[src/rtl/minterm_pattern_driver.sv]
`default_nettype none
// ============================================================================
//  Module   : minterm_pattern_driver
//  Brief    : Drives one of four decoded minterm patterns (H/I/J/K) onto A/B/C
//             for a programmable number of cycles, then an idle gap (100).
//             Optional F-level checker enabled by MINTERM_DRV_CHECK_EN.
//  Revision : 1.0  initial release
// ============================================================================
module minterm_pattern_driver #(
    parameter int HOLD_W     = 8,
    parameter int GAP_CYCLES = 1,
    parameter int ERRCNT_W   = 8
) (
    input  logic                clk,
    input  logic                rst,
    input  logic                req_valid,
    output logic                req_ready,
    input  logic [1:0]          req_sel,
    input  logic [HOLD_W-1:0]   req_hold,
    output logic                A,
    output logic                B,
    output logic                C,
    input  logic                f_in,
    output logic                busy,
    output logic                done,
    output logic                err,
    output logic [ERRCNT_W-1:0] err_cnt
);

    localparam int GAP_W = (GAP_CYCLES > 1) ? $clog2(GAP_CYCLES) : 1;
    localparam logic [GAP_W-1:0] c_GAP_LOAD = GAP_W'(GAP_CYCLES - 1);
    localparam logic [2:0]       c_IDLE_PAT = 3'b100;

    typedef enum logic [1:0] {
        S_IDLE  = 2'd0,
        S_DRIVE = 2'd1,
        S_GAP   = 2'd2
    } state_t;

    state_t             state_q;
    logic [2:0]         abc_q;
    logic               ready_q;
    logic               busy_q;
    logic               done_q;
    logic [HOLD_W-1:0]  hold_cnt_q;
    logic [GAP_W-1:0]   gap_cnt_q;

    logic [HOLD_W-1:0]  w_hold_load;
    logic [2:0]         w_sel_pat;

    // A hold of 0 is treated as a single drive cycle
    assign w_hold_load = (req_hold == '0) ? '0 : req_hold - 1'b1;
    assign w_sel_pat   = {1'b0, req_sel[0], req_sel[1]};

    always_ff @(posedge clk) begin
        if (rst) begin
            state_q    <= S_IDLE;
            abc_q      <= c_IDLE_PAT;
            ready_q    <= 1'b1;
            busy_q     <= 1'b0;
            done_q     <= 1'b0;
            hold_cnt_q <= '0;
            gap_cnt_q  <= '0;
        end else begin
            done_q <= 1'b0;
            case (state_q)
                S_IDLE: begin
                    if (req_valid && ready_q) begin
                        state_q    <= S_DRIVE;
                        abc_q      <= w_sel_pat;
                        hold_cnt_q <= w_hold_load;
                        ready_q    <= 1'b0;
                        busy_q     <= 1'b1;
                    end
                end
                S_DRIVE: begin
                    if (hold_cnt_q == '0) begin
                        state_q   <= S_GAP;
                        abc_q     <= c_IDLE_PAT;
                        gap_cnt_q <= c_GAP_LOAD;
                    end else begin
                        hold_cnt_q <= hold_cnt_q - 1'b1;
                    end
                end
                S_GAP: begin
                    if (gap_cnt_q == '0) begin
                        state_q <= S_IDLE;
                        ready_q <= 1'b1;
                        busy_q  <= 1'b0;
                        done_q  <= 1'b1;
                    end else begin
                        gap_cnt_q <= gap_cnt_q - 1'b1;
                    end
                end
                default: begin
                    state_q <= S_IDLE;
                    abc_q   <= c_IDLE_PAT;
                    ready_q <= 1'b1;
                    busy_q  <= 1'b0;
                end
            endcase
        end
    end

    // Ready is held low for as long as reset is asserted
    assign req_ready = ready_q & ~rst;
    assign {A, B, C} = abc_q;
    assign busy      = busy_q;
    assign done      = done_q;

`ifdef MINTERM_DRV_CHECK_EN
    logic                err_q;
    logic [ERRCNT_W-1:0] err_cnt_q;
    logic                w_drive_last;
    logic                w_gap_last;
    logic                w_mismatch;

    assign w_drive_last = (state_q == S_DRIVE) && (hold_cnt_q == '0);
    assign w_gap_last   = (state_q == S_GAP) && (gap_cnt_q == '0);
    // F must be high on the driven minterm and low once A=1 clears the flags
    assign w_mismatch   = (w_drive_last && !f_in) || (w_gap_last && f_in);

    always_ff @(posedge clk) begin
        if (rst) begin
            err_q     <= 1'b0;
            err_cnt_q <= '0;
        end else if (w_mismatch) begin
            err_q <= 1'b1;
            if (err_cnt_q != {ERRCNT_W{1'b1}}) begin
                err_cnt_q <= err_cnt_q + 1'b1;
            end
        end
    end

    assign err     = err_q;
    assign err_cnt = err_cnt_q;
`else
    logic w_unused_f;
    assign w_unused_f = f_in;
    assign err        = 1'b0;
    assign err_cnt    = '0;
`endif

endmodule
`default_nettype wire

[config.mk]
export PLATFORM = sky130hd
export DESIGN_NAME = minterm_pattern_driver
export DESIGN_NICKNAME = d
export VERILOG_FILES = /design/src/rtl/minterm_pattern_driver.sv
export SDC_FILE = /design/constraint.sdc
export NUM_CORES = 1
export LEC_CHECK = 0
export ABC_AREA = 1
export BUFFER_PORTS_ARGS = -buffer_cell sky130_fd_sc_hd__buf_2
export CAP_MARGIN = 20
export CORE_UTILIZATION = 55
export DETAILED_ROUTE_END_ITERATION = 8
export GPL_TIMING_DRIVEN = 0
export PLACE_DENSITY = 0.93
export SLEW_MARGIN = 10
export SYNTH_ARGS = -nofsm -noshare
export SYNTH_HDL_FRONTEND = slang
export SYNTH_SLANG_ARGS = --single-unit
[constraint.sdc]
create_clock -name clk -period 3.6 [get_ports clk]
set_clock_uncertainty 0.1 [all_clocks]
set_input_delay 0.54 -clock clk [delete_from_list [all_inputs] [get_ports clk]]
set_output_delay 0.54 -clock clk [all_outputs]
set_load 0.05 [all_outputs]
==> results of run 1 <==
[registers in the layout, summed over array words and instances, names as in the netlist]
signal / count
hold_cnt_q: 8
abc_q: 3
state_q: 2
busy: 1
done: 1
ready_q: 1
[path summary, 6_finish.rpt]
check	from	cells past startpoint	slack, ps	end
max	rst	3	1790	req_ready
min	busy	2	360	busy
max reg2reg	hold_cnt_q[0]	9	2080	hold_cnt_q[4]
min reg2reg	busy	2	360	busy
[synthesized netlist by cell type]
cell type	instances	area (sq um)
nor2_1	26	97.6
nor2_4	1	11.3
ha_1	4	50.1
nand2_4	1	11.3
o21ai_2	2	17.5
conb_1	1	3.75
nand3_1	18	90.1
buf_4	9	67.6
o21bai_1	1	7.51
inv_1	23	86.3
nand2_1	37	139
xor2_1	1	8.76
inv_2	4	15.0
clkbuf_1	1	3.75
buf_6	1	11.3
nor3_1	2	10.0
nand2_2	3	18.8
dfxtp_1	16	320
o21ai_0	7	35.0
nand3_2	1	10.0
nand4_1	2	12.5
a21oi_1	4	20.0
o21ai_1	8	40.0
o211ai_1	1	7.51
nor2_2	4	25.0
nor2_8	1	20.0
xnor2_1	1	8.76
[layout make-up]
cell class	instances	area share
Tap cell	27	0.0256
Timing Repair Buffer	17	0.0645
Sequential cell	16	0.243
Buffer	11	0.0626
Multi-Input combinational cell	134	0.511
Clock buffer	3	0.0171
Inverter	27	0.0768
[report_power, final]
group / internal (mW) / total (mW) / switching [mW]
Combinational: 0.114 / 0.337 / 0.223
Sequential: 0.210 / 0.237 / 0.0279
Clock: 0.0389 / 0.0924 / 0.0534
[cells by family (layout without fill, tap and decap cells)]
kind of cell | after synthesis | in the layout | synth area share
simple gates | 96 | 96 | 0.388
compound gates | 23 | 23 | 0.111
other cells | 1 | 9 | 0.00326
xor+xnor | 2 | 2 | 0.0153
buf+inv | 38 | 58 | 0.160
fa+ha+maj | 4 | 4 | 0.0436
flops | 16 | 16 | 0.279
[stage by stage]
step           utilization  instance area [sq um]  worst slack (ps)  hold WS (ps)
2_1_floorplan            -                   1180              1570           364
3_3_place_gp         0.661                   1300              1790           347
3_5_place_dp         0.661                   1300              1790           355
4_1_cts              0.673                   1320              1800           368
5_1_grt              0.673                   1320              1740           397
6_report             0.673                   1320              1790           363
[routing by layer]
layer  vias up  wire length, um  GRT usage  share of wire
li1        608                -          -              -
met5         -                0          0              0
met2        34             1050      0.381           0.48
met3         3               94     0.0340          0.043
met4         0               30     0.0889          0.014
met1       472              996      0.269           0.46
[tightest hold or removal path, cell delays in order, from the launching register on]
cell,delay (ps)
dfxtp_1,310
nand2_1,60
a21oi_1,50
==> run_results.csv, run 1 <==
group,metric,value,unit
layout,nNetsFinal,228,
die,die_h,47.7,um
die,ioPinCount,29,
power_and_ir_drop,p_per_area,505,nW/um^2
cts,path_clk_slew,80,ps
cts,insertion_delay,290,ps
detailed_routing,drt-vias-per-instance,4.75,
run,cap_violations,0,
global_routing,grt_pass1_vias,887,
sta,rsz0062_at_grt,"false",
global_routing,antenna_found_initial,0,
synth,synth_seq_cells,16,
setup_path,max_stage_delay,320,ps
power_and_ir_drop,leakagePower,0.703,nW
global_routing,overflow,0,
layout,area.growth.synth_to_final,14.9,%
cts,numCtsBuffers,3,
layout,final_cell_mix,"nand2_1 (37), nor2_1 (26), inv_1 (23)",
die,dieWidth,47.7,um
setup_path,crit_fanout,9,
setup_path,start_kind,"input port",
min_path,min_path_type,"flop to flop",
sta,setup_viol,0,
cts,cts_setup_buffers,0,
die,core,1960,sq um
sta,fin_crit,1810,ps
layout,drive_gt1_frac,0.226,
placement,gp_congestion,0.829,
setup_path,crit_path_cell_trace,"clkbuf_1 -> nor2_1 -> buf_2",
setup_path,critical-path-top-delay-family,"buffers and inverters",
power_and_ir_drop,total_power,0.667,mW
cts,cts_resized,0,
detailed_routing,ant_nets,0,
setup_path,crit_buf_inv,2,
synth,ys_warn_count,0,
cts,root_buffer,"clkbuf_4",
detailed_routing,routed_wl,2170,um
setup_path,crit_type,"input port to output port",
setup_path,cp-end-kind,"output port",
synth,synthCells,180,
sta,hold_viol_final,0,
cts,cts_tree,"yes",
placement,post-place-cells,232,
synth,synth_seq_area_share,0.279,
setup_path,slowest_stage,"clkbuf_1",
status,status,"complete, no violations",
layout,layout.cells.most_common,"nand2_1",
cts,cts_hold_buf,0,
die,floorplan.die_area,2280,sq um
placement,numPortBuffers,17,
sta,period_share,0.503,
global_routing,track_usage,0.220,
detailed_routing,drc_errors,0,
sta,slew_violations,0,
synth,netlist_area,1150,sq um
die,row_count,16,
detailed_routing,firstDrtPassIters,4,
setup_path,worstPathRequired,2960,ps
placement,place_hpwl,1680,um
synth,synth_cell_types,27,
layout,num-fill-cells,184,
global_routing,grt_pass1_wl,3540,um
layout,stdcell_count,235,
power_and_ir_drop,ir_drop,0.255,mV
die,start_util,0.585,
cts,cts_max_level,1,
detailed_routing,wl_per_cell,9.24,um
synth,syn_area_per_cell,6.38,sq um
layout,regArea,320,sq um
sta,clock.fmax,552,MHz
setup_path,worstPathArrival,1170,ps
layout,n_antenna_cell,0,
cts,max-clock-path-buffers,2,
detailed_routing,vias,1117,
sta,finalSetupTns,0,ps
global_routing,grt_max_degree,11,
layout,multi_input_area,674,sq um
detailed_routing,dr.first_iter.drc_count,24,
cts,clock_sinks,16,
Power figures use the tool's default switching activity.
==> run 2, diff against run 1 <==
- CORE_UTILIZATION: 55 -> 52
- PLACE_DENSITY: 0.93 -> 0.89
- clock period: 3.6 -> 1.76 ns (I/O delays scaled with it)
==> run_results.csv, run 2 (synthesized netlist as in run 1, its figures left out) <==
group,metric,value,unit
setup_path,max_stage_delay,330,ps
sta,finalSetupTns,0,ps
setup_path,crit_start,"hold_cnt_q[0]",
cts,clock_sinks,16,
setup_path,start_kind,"flop",
layout,largest_register_ffs,8,
layout,area.growth.synth_to_final,16.1,%
detailed_routing,drc_errors,0,
min_path,min_from,"req_sel[0]",
run,cap_violations,0,
layout,layout.cells.most_common,"nand2_1",
global_routing,track_usage,0.208,
cts,max-clock-path-buffers,2,
placement,gp_congestion,0.825,
sta,clock.fmax,643,MHz
power_and_ir_drop,ir_drop,0.471,mV
detailed_routing,ant_nets,0,
global_routing,grt_pass1_wl,3860,um
cts,root_buffer,"clkbuf_4",
sta,fin_crit,1560,ps
die,die_h,49,um
setup_path,slowest_stage,"dfxtp_1",
detailed_routing,vias,1121,
min_path,holdPathStages,3,
sta,hold_viol_final,0,
layout,n_antenna_cell,0,
cts,cts_resized,0,
die,dieWidth,49,um
layout,top_regs,"hold_cnt_q: 8 flops, abc_q: 3 flops, state_q: 2 flops",
placement,place_hpwl,1800,um
cts,insertion_delay,300,ps
setup_path,crit_type,"flop to flop",
setup_path,worstPathRequired,1870,ps
die,start_util,0.568,
global_routing,antenna_found_initial,0,
layout,multi_input_area,674,sq um
cts,cts_max_level,1,
die,ioPinCount,29,
global_routing,overflow,0,
detailed_routing,dr.first_iter.drc_count,12,
die,floorplan.die_area,2400,sq um
power_and_ir_drop,p_per_area,1080,nW/um^2
detailed_routing,drt-vias-per-instance,4.75,
sta,rsz0062_at_grt,"false",
layout,final_cell_mix,"nand2_1 (37), nor2_1 (26), inv_1 (23)",
power_and_ir_drop,total_power,1.44,mW
status,status,"complete, no violations",
global_routing,grt_pass1_vias,972,
detailed_routing,routed_wl,2280,um
global_routing,grt_max_degree,11,
setup_path,critical-path-top-delay-family,"simple AND/OR/NAND/NOR gates",
layout,num-fill-cells,209,
placement,numPortBuffers,17,
sta,setup_viol,0,
die,core,2020,sq um
sta,period_share,0.884,
min_path,min_path_type,"input port to flop",
setup_path,rrSetupSlack,200,ps
detailed_routing,firstDrtPassIters,4,
setup_path,crit-reg2reg-capture,"hold_cnt_q[4]",
setup_path,crit_buf_inv,2,
cts,cts_setup_buffers,0,
setup_path,crit_fanout,5,
setup_path,cp-end-kind,"flop",
cts,cts_tree,"yes",
setup_path,worstRegToRegCells,9,
layout,largest_register,"hold_cnt_q",
detailed_routing,wl_per_cell,9.67,um
layout,nNetsFinal,228,
setup_path,crit_path_cell_trace,"inv_1 -> ha_1 -> inv_1 -> nor2_1 -> nand3_1 -> nand3_1 -> o21ai_0 -> nor2_1 -> nor2_1",
cts,path_clk_slew,100,ps
cts,cts_hold_buf,0,
setup_path,cp_num_cells,9,
sta,slew_violations,0,
setup_path,path_common_cell,"nor2_1",
layout,drive_gt1_frac,0.230,
layout,regArea,320,sq um
die,row_count,16,
min_path,holdPathEnd,"abc_q[1]",
power_and_ir_drop,leakagePower,0.711,nW
setup_path,worstPathArrival,1660,ps
cts,numCtsBuffers,3,
setup_path,rr_startpoint,"hold_cnt_q[0]",
run 2: changes by cell type in the layout (fill, tap and decap cells not counted), sizes merged:
cell	before	now
clkbuf	4	5
run 2: how the worst max path moves through the flow:
stage / end / slack (ps)
global placement: hold_cnt_q[2] / 250
finish: hold_cnt_q[4] / 200
floorplan: req_ready / 280
CTS: hold_cnt_q[4] / 210
global route: hold_cnt_q[2] / 80
detailed placement: hold_cnt_q[4] / 230
run 2: area by class of cell:
cell class | count | share of cell area
Clock buffer | 4 | 0.0272
Tap cell | 27 | 0.0253
Inverter | 27 | 0.0760
Buffer | 11 | 0.0619
Sequential cell | 16 | 0.240
Multi-Input combinational cell | 134 | 0.506
Timing Repair Buffer | 17 | 0.0638
run 2: worst min-delay path, delay by kind of cell:
kind	cells	cell delay, ps
buffers and inverters	1	100
AOI/OAI and AO/OA	1	50
and+or+nand+nor	1	50
run 2: per-layer routing:
metal | GRT usage | vias to the layer above | routed length, um
met2 | 0.384 | 28 | 1130
met4 | 0.103 | 0 | 44
met3 | 0.0187 | 5 | 69
li1 | - | 610 | -
met1 | 0.235 | 478 | 1030
met5 | 0 | - | 0
run 2: report_power, final:
part / total, mW / internal [mW] / leakage (nW) / switching [mW]
clock: 0.252 / 0.126 / 0.0210 / 0.126
sequential: 0.484 / 0.429 / 0.132 / 0.0554
combinational: 0.699 / 0.234 / 0.557 / 0.465
run 2: per-stage QoR:
step | setup WS [ps] | utilization | instance area [sq um] | cells | hold slack [ps]
3_5_place_dp | 227 | 0.642 | 1300 | 232 | 352
3_3_place_gp | 249 | 0.642 | 1300 | 232 | 347
6_report | 204 | 0.660 | 1330 | 236 | 103
5_1_grt | 79.3 | 0.660 | 1330 | 236 | 117
2_1_floorplan | 277 | - | 1180 | 188 | 311
4_1_cts | 205 | 0.660 | 1330 | 236 | 109
==> run 3, diff against run 2 <==
- ABC_AREA: 1 -> not set
- CORE_UTILIZATION: 52 -> 50
- PLACE_DENSITY: 0.89 -> 0.88
==> run_results.csv, run 3 <==
group,metric,value,unit
die,core,1800,sq um
setup_path,crit-reg2reg-capture,"hold_cnt_q[0]",
layout,fin_area,1350,sq um
layout,multi_input_area,677,sq um
min_path,min_path_type,"input port to flop",
sta,period_share,1.08,
synth,synthTopCellsByArea,"dfxtp_1 (32%), buf_4 (6.8%), nor2_1 (5.7%), xor2_1 (5.3%), ha_1 (5.0%)",
min_path,holdPathEnd,"abc_q[0]",
cts,numCtsBuffers,3,
synth,synthArstFlopShare,0,
run,cap_violations,0,
synth,syn_area_per_cell,8.15,sq um
status,violations,"negative setup slack",
synth,ys_warn_count,0,
layout,largest_register,"hold_cnt_q",
detailed_routing,top_layer,"met4",
sta,hold_viol_final,0,
detailed_routing,drt-vias-per-instance,5.69,
sta,slew_violations,0,
layout,n_antenna_cell,0,
setup_path,worstRegToRegCells,7,
global_routing,antenna_found_initial,0,
setup_path,worstPathRequired,1810,ps
placement,place_hpwl,1680,um
layout,final_cell_mix,"buf_2 (17), buf_4 (16), nor2_1 (12)",
setup_path,rrSetupSlack,-140,ps
global_routing,grt_max_degree,11,
die,row_count,15,
global_routing,overflow,0,
cts,insertion_delay,290,ps
layout,layout.cells.most_common,"buf_2",
setup_path,cp-end-kind,"flop",
detailed_routing,wl_per_cell,14.4,um
global_routing,track_usage,0.231,
min_path,holdPathStages,3,
placement,dp_worst_setup_slack,-237,ps
global_routing,grt_pass1_vias,904,
detailed_routing,dr.first_iter.drc_count,32,
detailed_routing,firstDrtPassIters,6,
sta,rsz0062_at_grt,"true",
synth,synth_seq_area_share,0.322,
layout,drive_gt1_frac,0.388,
synth,synth_edf_count,0,
layout,regArea,329,sq um
cts,root_buffer,"clkbuf_4",
detailed_routing,met3WireLength,201,um
setup_path,worstPathArrival,1960,ps
synth,synth.largest_area_cell,"dfxtp_1",
cts,cts_hold_buf,0,
min_path,min_from,"req_sel[1]",
power_and_ir_drop,p_per_area,1130,nW/um^2
sta,clock.fmax,524,MHz
placement,numPortBuffers,17,
layout,largest_register_ffs,8,
die,dieWidth,46.6,um
cts,cts_tree,"yes",
setup_path,start_kind,"input port",
layout,num-fill-cells,145,
sta,setup_viol,8,
placement,placed_cell_area,1150,sq um
synth,synth_top_area_share,0.322,
detailed_routing,ant_nets,0,
synth,synth_cell_types,35,
layout,final_util,0.749,
synth,synth_seq_cells,16,
setup_path,rr_startpoint,"hold_cnt_q[0]",
cts,cts_max_level,1,
die,floorplan.die_area,2170,sq um
detailed_routing,vias,1053,
detailed_routing,wl_met1,1060,um
synth,synthCells,122,
detailed_routing,route.met2.wl,1340,um
setup_path,crit_type,"input port to flop",
synth,synth_most_common_cell,"dfxtp_1",
cts,max-clock-path-buffers,2,
status,status,"finished, violations left",
layout,area.growth.synth_to_final,35.7,%
detailed_routing,drc_errors,0,
layout,nNetsFinal,179,
die,die_h,46.6,um
power_and_ir_drop,total_power,1.52,mW
die,start_util,0.552,
cts,clock_sinks,16,
sta,fin_ws,-150,ps
die,ioPinCount,29,
synth,synth_commonest_cells,"dfxtp_1 (16), nor2_1 (15), buf_4 (9), inv_1 (7), nand2_1 (7)",
global_routing,grt_pass1_wl,3560,um
layout,top_regs,"hold_cnt_q: 8 flops, abc_q: 3 flops, state_q: 2 flops",
power_and_ir_drop,leakagePower,0.596,nW
placement,gp_congestion,0.845,
synth,synth_ff_type,"dfxtp_1",
synth,netlist_area,995,sq um
cts,path_clk_slew,90,ps
sta,fin_crit,1910,ps
detailed_routing,routed_wl,2660,um
power_and_ir_drop,ir_drop,0.699,mV
setup_path,crit_fanout,5,
-- run 3: worst max path at each step --
stage,from,slack [ps],end,cells past startpoint
2_1_floorplan,hold_cnt_q[2],-10,hold_cnt_q[7],5
3_5_place_dp,req_hold[5],-240,hold_cnt_q[5],5
5_1_grt,hold_cnt_q[2],-210,hold_cnt_q[5],7
4_1_cts,hold_cnt_q[2],-140,hold_cnt_q[7],5
3_3_place_gp,req_hold[5],-200,hold_cnt_q[6],5
6_report,req_hold[5],-150,hold_cnt_q[0],5
-- run 3: worst max-delay path: stages --
cell and delay (ps):
buf_2 120, or4_4 550, o41a_1 430, a221oi_1 490
a211oi_1 100
-- run 3: cell families after synthesis --
group,count (synthesis),share of synthesized area
other,1,0.00377
buffers and inverters,20,0.111
xor gates and xnor gates,9,0.0792
and+or+nand+nor,43,0.230
AOI/OAI and AO/OA,29,0.204
DFF,16,0.322
adders and majority gates,4,0.0503
-- run 3: final cells by class --
class / instances / area share
Multi-Input combinational cell: 94 / 0.501
Sequential cell: 16 / 0.244
Timing Repair Buffer: 26 / 0.119
Buffer: 13 / 0.0667
Clock buffer: 4 / 0.0269
Inverter: 7 / 0.0195
Tap cell: 25 / 0.0232
-- run 3: metal layers --
| layer | GRT usage | vias to the layer above |
|---|---|---|
| li1 | - | 497 |
| met1 | 0.247 | 485 |
| met2 | 0.417 | 61 |
| met3 | 0.0431 | 10 |
| met4 | 0.124 | 0 |
| met5 | 0 | - |
-- run 3: per-stage QoR --
stage | TNS (ps) | instances | hold WS, ps
final | -656 | 185 | 134
after global routing | -1360 | 185 | 143
after CTS | -781 | 179 | 136
after detailed placement | -1470 | 172 | 361
after global placement | -1110 | 172 | 353
after floorplan | -14.6 | 130 | 327
-- run 3: what timing repair did --
item,in CTS,in global routing
setup endpoints to repair,8,12
resized for setup,6,23
buffers inserted,3,5
pin swaps,0,13
hold endpoints to repair,0,0
cloned,0,1
-- run 3: report_power, final --
group | leakage (nW) | switching [mW] | internal [mW]
clock network | 0.0210 | 0.116 | 0.126
logic | 0.441 | 0.441 | 0.340
registers | 0.134 | 0.0733 | 0.427
total | 0.596 | 0.630 | 0.893
